## src/rtl/mux8x1_rr_arbiter.sv

```systemverilog
// mux8x1_rr_arbiter
// Round-robin arbiter and select sequencer for the shared 8:1 single-bit mux.
// One requester owns the mux output at a time. A tenure is capped at MAX_HOLD
// cycles, but only while other requesters are waiting. The block also presents
// the selected data bit.
//
// state    | meaning
// ---------+----------------------------------------------------------------
// ST_IDLE  | no grant outstanding; the next request is granted from ptr
// ST_BUSY  | sel owns the mux; released, rotated on expiry, or held

module mux8x1_rr_arbiter #(
   parameter int MAX_HOLD = 4,
   parameter int CNT_W    = 3
) (
   input  logic       clk,
   input  logic       rst,
   input  logic [7:0] req,
   input  logic [7:0] d,
   output logic [7:0] gnt,
   output logic [2:0] sel,
   output logic       busy,
   output logic       y
);

   localparam logic [0:0] ST_IDLE = 1'b0;
   localparam logic [0:0] ST_BUSY = 1'b1;

   localparam logic [CNT_W-1:0] HOLD_LAST = CNT_W'(MAX_HOLD - 1);

   logic [0:0]       state, state_nxt;
   logic [2:0]       ptr, ptr_nxt;
   logic [CNT_W-1:0] hold_cnt, hold_cnt_nxt;
   logic [7:0]       gnt_nxt;
   logic [2:0]       sel_nxt;
   logic             busy_nxt;

   logic [7:0]       owner_mask;
   logic [7:0]       others;
   logic             owner_req;
   logic             contention;
   logic [3:0]       pick_idle;
   logic [3:0]       pick_other;

   // Returns {found, index} for the first set bit of vec, searching
   // start, start+1, ... with wrap from 7 to 0. The loop runs from the
   // farthest offset to the nearest so the nearest set bit wins.
   function automatic logic [3:0] rr_pick(input logic [7:0] vec,
                                          input logic [2:0] start);
      logic [3:0] res;
      logic [2:0] idx;
      res = 4'b0000;
      for (int i = 7; i >= 0; i--) begin
         idx = start + 3'(i);
         if (vec[idx]) begin
            res = {1'b1, idx};
         end
      end
      return res;
   endfunction

   // Contention view of the current owner and the candidate winners.
   always_comb begin
      owner_mask = 8'b1 << sel;
      others     = req & ~owner_mask;
      owner_req  = |(req & owner_mask);
      contention = |others;
      pick_idle  = rr_pick(req, ptr);
      pick_other = rr_pick(others, sel + 3'd1);
   end

   // Next-state and next-grant decision.
   always_comb begin
      state_nxt    = state;
      ptr_nxt      = ptr;
      hold_cnt_nxt = hold_cnt;
      gnt_nxt      = gnt;
      sel_nxt      = sel;
      busy_nxt     = busy;

      case (state)
         ST_IDLE: begin
            if (pick_idle[3]) begin
               state_nxt    = ST_BUSY;
               sel_nxt      = pick_idle[2:0];
               gnt_nxt      = 8'b1 << pick_idle[2:0];
               busy_nxt     = 1'b1;
               hold_cnt_nxt = '0;
               ptr_nxt      = pick_idle[2:0] + 3'd1;
            end
         end

         ST_BUSY: begin
            if (!owner_req) begin
               // Release also takes priority over a coincident expiry.
               if (pick_other[3]) begin
                  sel_nxt      = pick_other[2:0];
                  gnt_nxt      = 8'b1 << pick_other[2:0];
                  hold_cnt_nxt = '0;
                  ptr_nxt      = pick_other[2:0] + 3'd1;
               end else begin
                  // sel deliberately keeps its last value while idle.
                  state_nxt    = ST_IDLE;
                  gnt_nxt      = 8'h00;
                  busy_nxt     = 1'b0;
                  hold_cnt_nxt = '0;
               end
            end else if (contention && (hold_cnt == HOLD_LAST)) begin
               sel_nxt      = pick_other[2:0];
               gnt_nxt      = 8'b1 << pick_other[2:0];
               hold_cnt_nxt = '0;
               ptr_nxt      = pick_other[2:0] + 3'd1;
            end else if (contention) begin
               // Below HOLD_LAST here, so the counter cannot wrap.
               hold_cnt_nxt = hold_cnt + CNT_W'(1);
            end else begin
               // A lone requester holds indefinitely.
               hold_cnt_nxt = '0;
            end
         end

         default: begin
            state_nxt    = ST_IDLE;
            gnt_nxt      = 8'h00;
            busy_nxt     = 1'b0;
            hold_cnt_nxt = '0;
         end
      endcase
   end

   // State, grant and pointer registers with synchronous reset.
   always_ff @(posedge clk) begin
      if (rst) begin
         state    <= ST_IDLE;
         ptr      <= 3'd0;
         hold_cnt <= '0;
         gnt      <= 8'h00;
         sel      <= 3'd0;
         busy     <= 1'b0;
      end else begin
         state    <= state_nxt;
         ptr      <= ptr_nxt;
         hold_cnt <= hold_cnt_nxt;
         gnt      <= gnt_nxt;
         sel      <= sel_nxt;
         busy     <= busy_nxt;
      end
   end

   // Muxed data bit; forced low while nothing is granted.
   always_comb begin
      y = busy ? d[sel] : 1'b0;
   end

endmodule
```

## config.mk

```make
export PLATFORM = sky130hd
export DESIGN_NAME = mux8x1_rr_arbiter
export DESIGN_NICKNAME = d
export VERILOG_FILES = /design/src/rtl/mux8x1_rr_arbiter.sv
export SDC_FILE = /design/constraint.sdc
export NUM_CORES = 1
export LEC_CHECK = 0
export BUFFER_PORTS_ARGS = -buffer_cell sky130_fd_sc_hd__buf_4
export CAP_MARGIN = 20
export CORE_MARGIN = 5
export CORE_UTILIZATION = 25
export DETAILED_ROUTE_END_ITERATION = 12
export PLACE_DENSITY_LB_ADDON = 0.25
export SETUP_SLACK_MARGIN = 0.4
export SYNTH_ARGS = -nofsm -noshare
export SYNTH_HDL_FRONTEND = slang
export SYNTH_SLANG_ARGS = --single-unit
```

## constraint.sdc

```tcl
create_clock -name clk -period 8.5 [get_ports clk]
set_input_delay 1.7 -clock clk [delete_from_list [all_inputs] [get_ports clk]]
set_output_delay 1.7 -clock clk [all_outputs]
set_load 0.01 [all_outputs]
```

==> summary.txt <==
Critical path
  • Worst r2r path cells: 13
  • CP peak stage delay: 0.89 ns
  • Crit-path max FO: 29
  • Worst EP arrival: between 5 and 6 ns
  • Flop2flop setup slack: between 3 and 4 ns
  • Reg2reg end: ptr[2]
  • End point of the critical path: ptr[2]
  • Critical Path Sink Type: flip-flop
  • CP max-delay cell: xnor2_1
  • Worst reg2reg path startpoint: sel[0]
  • Worst setup SP type: flip-flop
  • Crit path kind: flip-flop to flip-flop
  • CP delay by family, top: compound AO/OA/AOI/OAI gates
  • Crit-path cells: buf_4 -> inv_1 -> ha_1 -> xnor2_1 -> o211ai_1 -> o211ai_1 -> o2111ai_1 -> o2111ai_1 -> o311a_1 -> a21oi_1 -> ha_1 -> or3_1 -> a311oi_1
  • Worst Path Required: 8.67 ns
  • CP Depth: 13
  • Crit path buf inv count: 2
  • CP startpoint: sel[0]

Timing
  • Final period util: 0.575
  • Final hold violations: 0
  • Setup repair after global routing missed its margin: false
  • Relative slew slack: 0.334
  • Final setup TNS: 0 ns
  • Post-Route Skew: 0.00330 ns
  • Final min period: 4.89 ns
  • Worst Tran Pin Value: approximately 1 ns
  • Max Fclk: 0.205 GHz
  • Final setup vio count: 0
  • Slew Viols, Final: 0

Floorplanning
  • Initial core utilization: 0.257
  • Die W: 119 um
  • Die area: 14100 um2
  • Ports: 31
  • Total core area: around 11000 um2
  • Die span in y: ~120 um
  • Rows: 39

Clocking
  • CTS tree: done
  • CTS resizes: 0
  • H-tree depth: 1
  • CTS max path bufs: 2
  • Root buf cell: clkbuf_16
  • Post-CTS Hold Buffers: 0
  • Skew-Pair Late Insertion Delay: roughly 0.25 ns
  • Clk pin slew, worst setup/hold paths: 0.06 ns
  • Clock Sinks: 19
  • Post CTS Setup Buffer Count: 0
  • Number of CTS-inserted buffers: 3

Placed design
  • Placer Congestion: 0.840
  • Placed instance area: 3200 um2
  • Port bufs: 30
  • Dpl hpwl: about 6700 um

Finish
  • Final Instance Area: about 3300 um2
  • Multi-input logic area: around 2300 um2
  • Nets: ~380
  • Register area: about 380 um2
  • Area grow syn2layout: 11.4%
  • Ant diodes: 0
  • Fillers: around 1200
  • Layout cells sized above 1: 0.200

Logic synthesis
  • Post-synth cell types: 69
  • Largest family of logic cells by synthesized area: compound AO/OA/AOI/OAI gates
  • Sequential fraction of the synthesis area: 0.129
  • Syn_nets: 376
  • Area contributors post-synth: mux4_2, dfxtp_1, ha_1
  • EDFF count, synth: 0
  • Cell count after synthesis: around 350
  • Cell area after synthesis: between 2000 and 3000 um2
  • Primary FF master, synth: dfxtp_1
  • Yosys top cell by area: mux4_2
  • Simple-gate share of the synthesized area: 0.165
  • Post-synth top area share: 0.168
  • Syn avg cell area: roughly 8.5 um2
  • Post-Synth Adder-Cell Area: 0.0586
  • Synth warn: 0
  • Post-synthesis async set-or-reset flop share: 0
  • Post-synthesis mux area share: 0.235
  • Xor/xnor share of the synthesized area: 0.0387
  • Synth Register Bits: 19
  • Compound-Gate Fraction of Synth Area: 0.296

Status
  • Status: finished, final reports clean

GRT
  • Vias in the first global route: around 2800
  • Initial antenna violation count: 0
  • First-pass GRT wire length: between 10000 and 15000 um
  • Gr usage total: 0.125
  • Largest net degree at the start of global routing: 30
  • Total gr overflow: 0

Route
  • Post-DRT Antenna Nets: 0
  • Initial drt markers: around 200
  • Vias: approximately 2800
  • Wirelength per Cell: around 18 um
  • Final WL: between 8000 and 9000 um
  • Pre-antenna DRT Iters: 4
  • Vias per cell: roughly 5.7
  • Post-detailed-route DRC marker count: 0

Worst hold path
  • Worst Hold Class: flip-flop to flip-flop

Power
  • Power Density: between 400 and 500 nW/um2
  • Tot Pwr: roughly 1.4 mW
  • VDD IR max: 175 uV
  • Leak pwr: between 1 and 1.5 nW

Flow run
  • Max cap viols: 0
tightest hold or removal path: cells and delay by family (launching register included):
kind / cells / cell delay, ns
compound gates: 1 / 0.06
simple gates: 1 / 0.05
flops: 1 / 0.33
registers in the layout, indices dropped and copies added, names as in the netlist:
| name | count |
|---|---|
| gnt | 8 |
| hold_cnt | 3 |
| busy | 1 |
| state | 1 |
| ptr | 3 |
| sel | 3 |
cell usage after synthesis, types with 3 or more instances:
cell and count:
buf_6 3, a22oi_1 5, o21a_1 6, xor2_1 7, a32oi_1 4, mux2i_1 13
nor2b_1 9, o2111ai_1 7, xnor2_1 6, nor3b_1 3, or3_1 5, a22o_1 3
inv_1 20, o211ai_1 16, ha_1 13, and3_1 5, o221ai_1 3, buf_2 9
mux2_2 5, o21ai_0 8, dfxtp_1 19, nand3b_1 3, mux4_2 22, nor2_1 27
nand2_1 18, clkbuf_1 15, o211a_1 3, a21o_1 3, o31ai_1 6, a21oi_1 23
nand3_1 4, a221o_1 3
where the power goes:
| group | leakage, nW | internal, mW | switching, mW | total, mW |
|---|---|---|---|---|
| Sequential | 0.156 | 0.115 | 0.0547 | 0.170 |
| Combinational | 1.06 | 0.492 | 0.683 | 1.17 |
| Clock | 0.0382 | 0.0639 | 0.0347 | 0.0986 |
| Total | 1.26 | 0.671 | 0.772 | 1.44 |
stage by stage:
stage	utilization	hold WS [ns]	setup WS, ns	instances
after floorplan	-	0.465	4.03	345
after global placement	0.279	0.467	3.76	489
after detailed placement	0.279	0.458	3.68	489
after CTS	0.286	0.481	3.67	493
after global routing	0.286	0.503	3.18	493
final	0.286	0.481	3.61	493
cells by family after synthesis:
group                      Yosys count
AOI/OAI and AO/OA                  116
and+or+nand+nor                     92
buffers and inverters               50
muxes                               41
DFF                                 19
adders and majority gates           14
xor gates and xnor gates            13
per-layer routing:
metal  track usage  wire length (um)
met1         0.185              4290
met3        0.0143               431
met2         0.190              4030
met5             0                 0
met4        0.0369               180
area by class of cell:
type / count / share of cell area
clock buffer: 4 / 0.0240
inverter: 20 / 0.0229
multi-input combinational: 276 / 0.712
sequential: 19 / 0.116
tap: 143 / 0.0545
timing repair buffer: 31 / 0.0709
cells in the final DEF (no fill, tap or decap), types with 6 or more instances in the layout:
cell	count
o211ai_1	16
mux4_2	22
buf_4	31
ha_1	13
nor2b_1	9
inv_1	20
nor2_1	27
a21oi_1	23
o31ai_1	6
o2111ai_1	7
xnor2_1	6
o21ai_0	8
dfxtp_1	19
o21a_1	6
nand2_1	18
mux2i_1	13
xor2_1	7
worst min-delay path by stage:
stage / startpoint / cells after the start / to / slack, ns
2_1_floorplan: hold_cnt[2] / 2 / hold_cnt[2] / 0.47
5_1_grt: gnt[2] / 2 / gnt[2] / 0.50
3_5_place_dp: gnt[0] / 2 / gnt[0] / 0.46
4_1_cts: gnt[0] / 2 / gnt[0] / 0.48
6_report: gnt[0] / 2 / gnt[0] / 0.48
3_3_place_gp: gnt[1] / 2 / gnt[1] / 0.47
No activity file was read; power rests on OpenSTA's default activity.
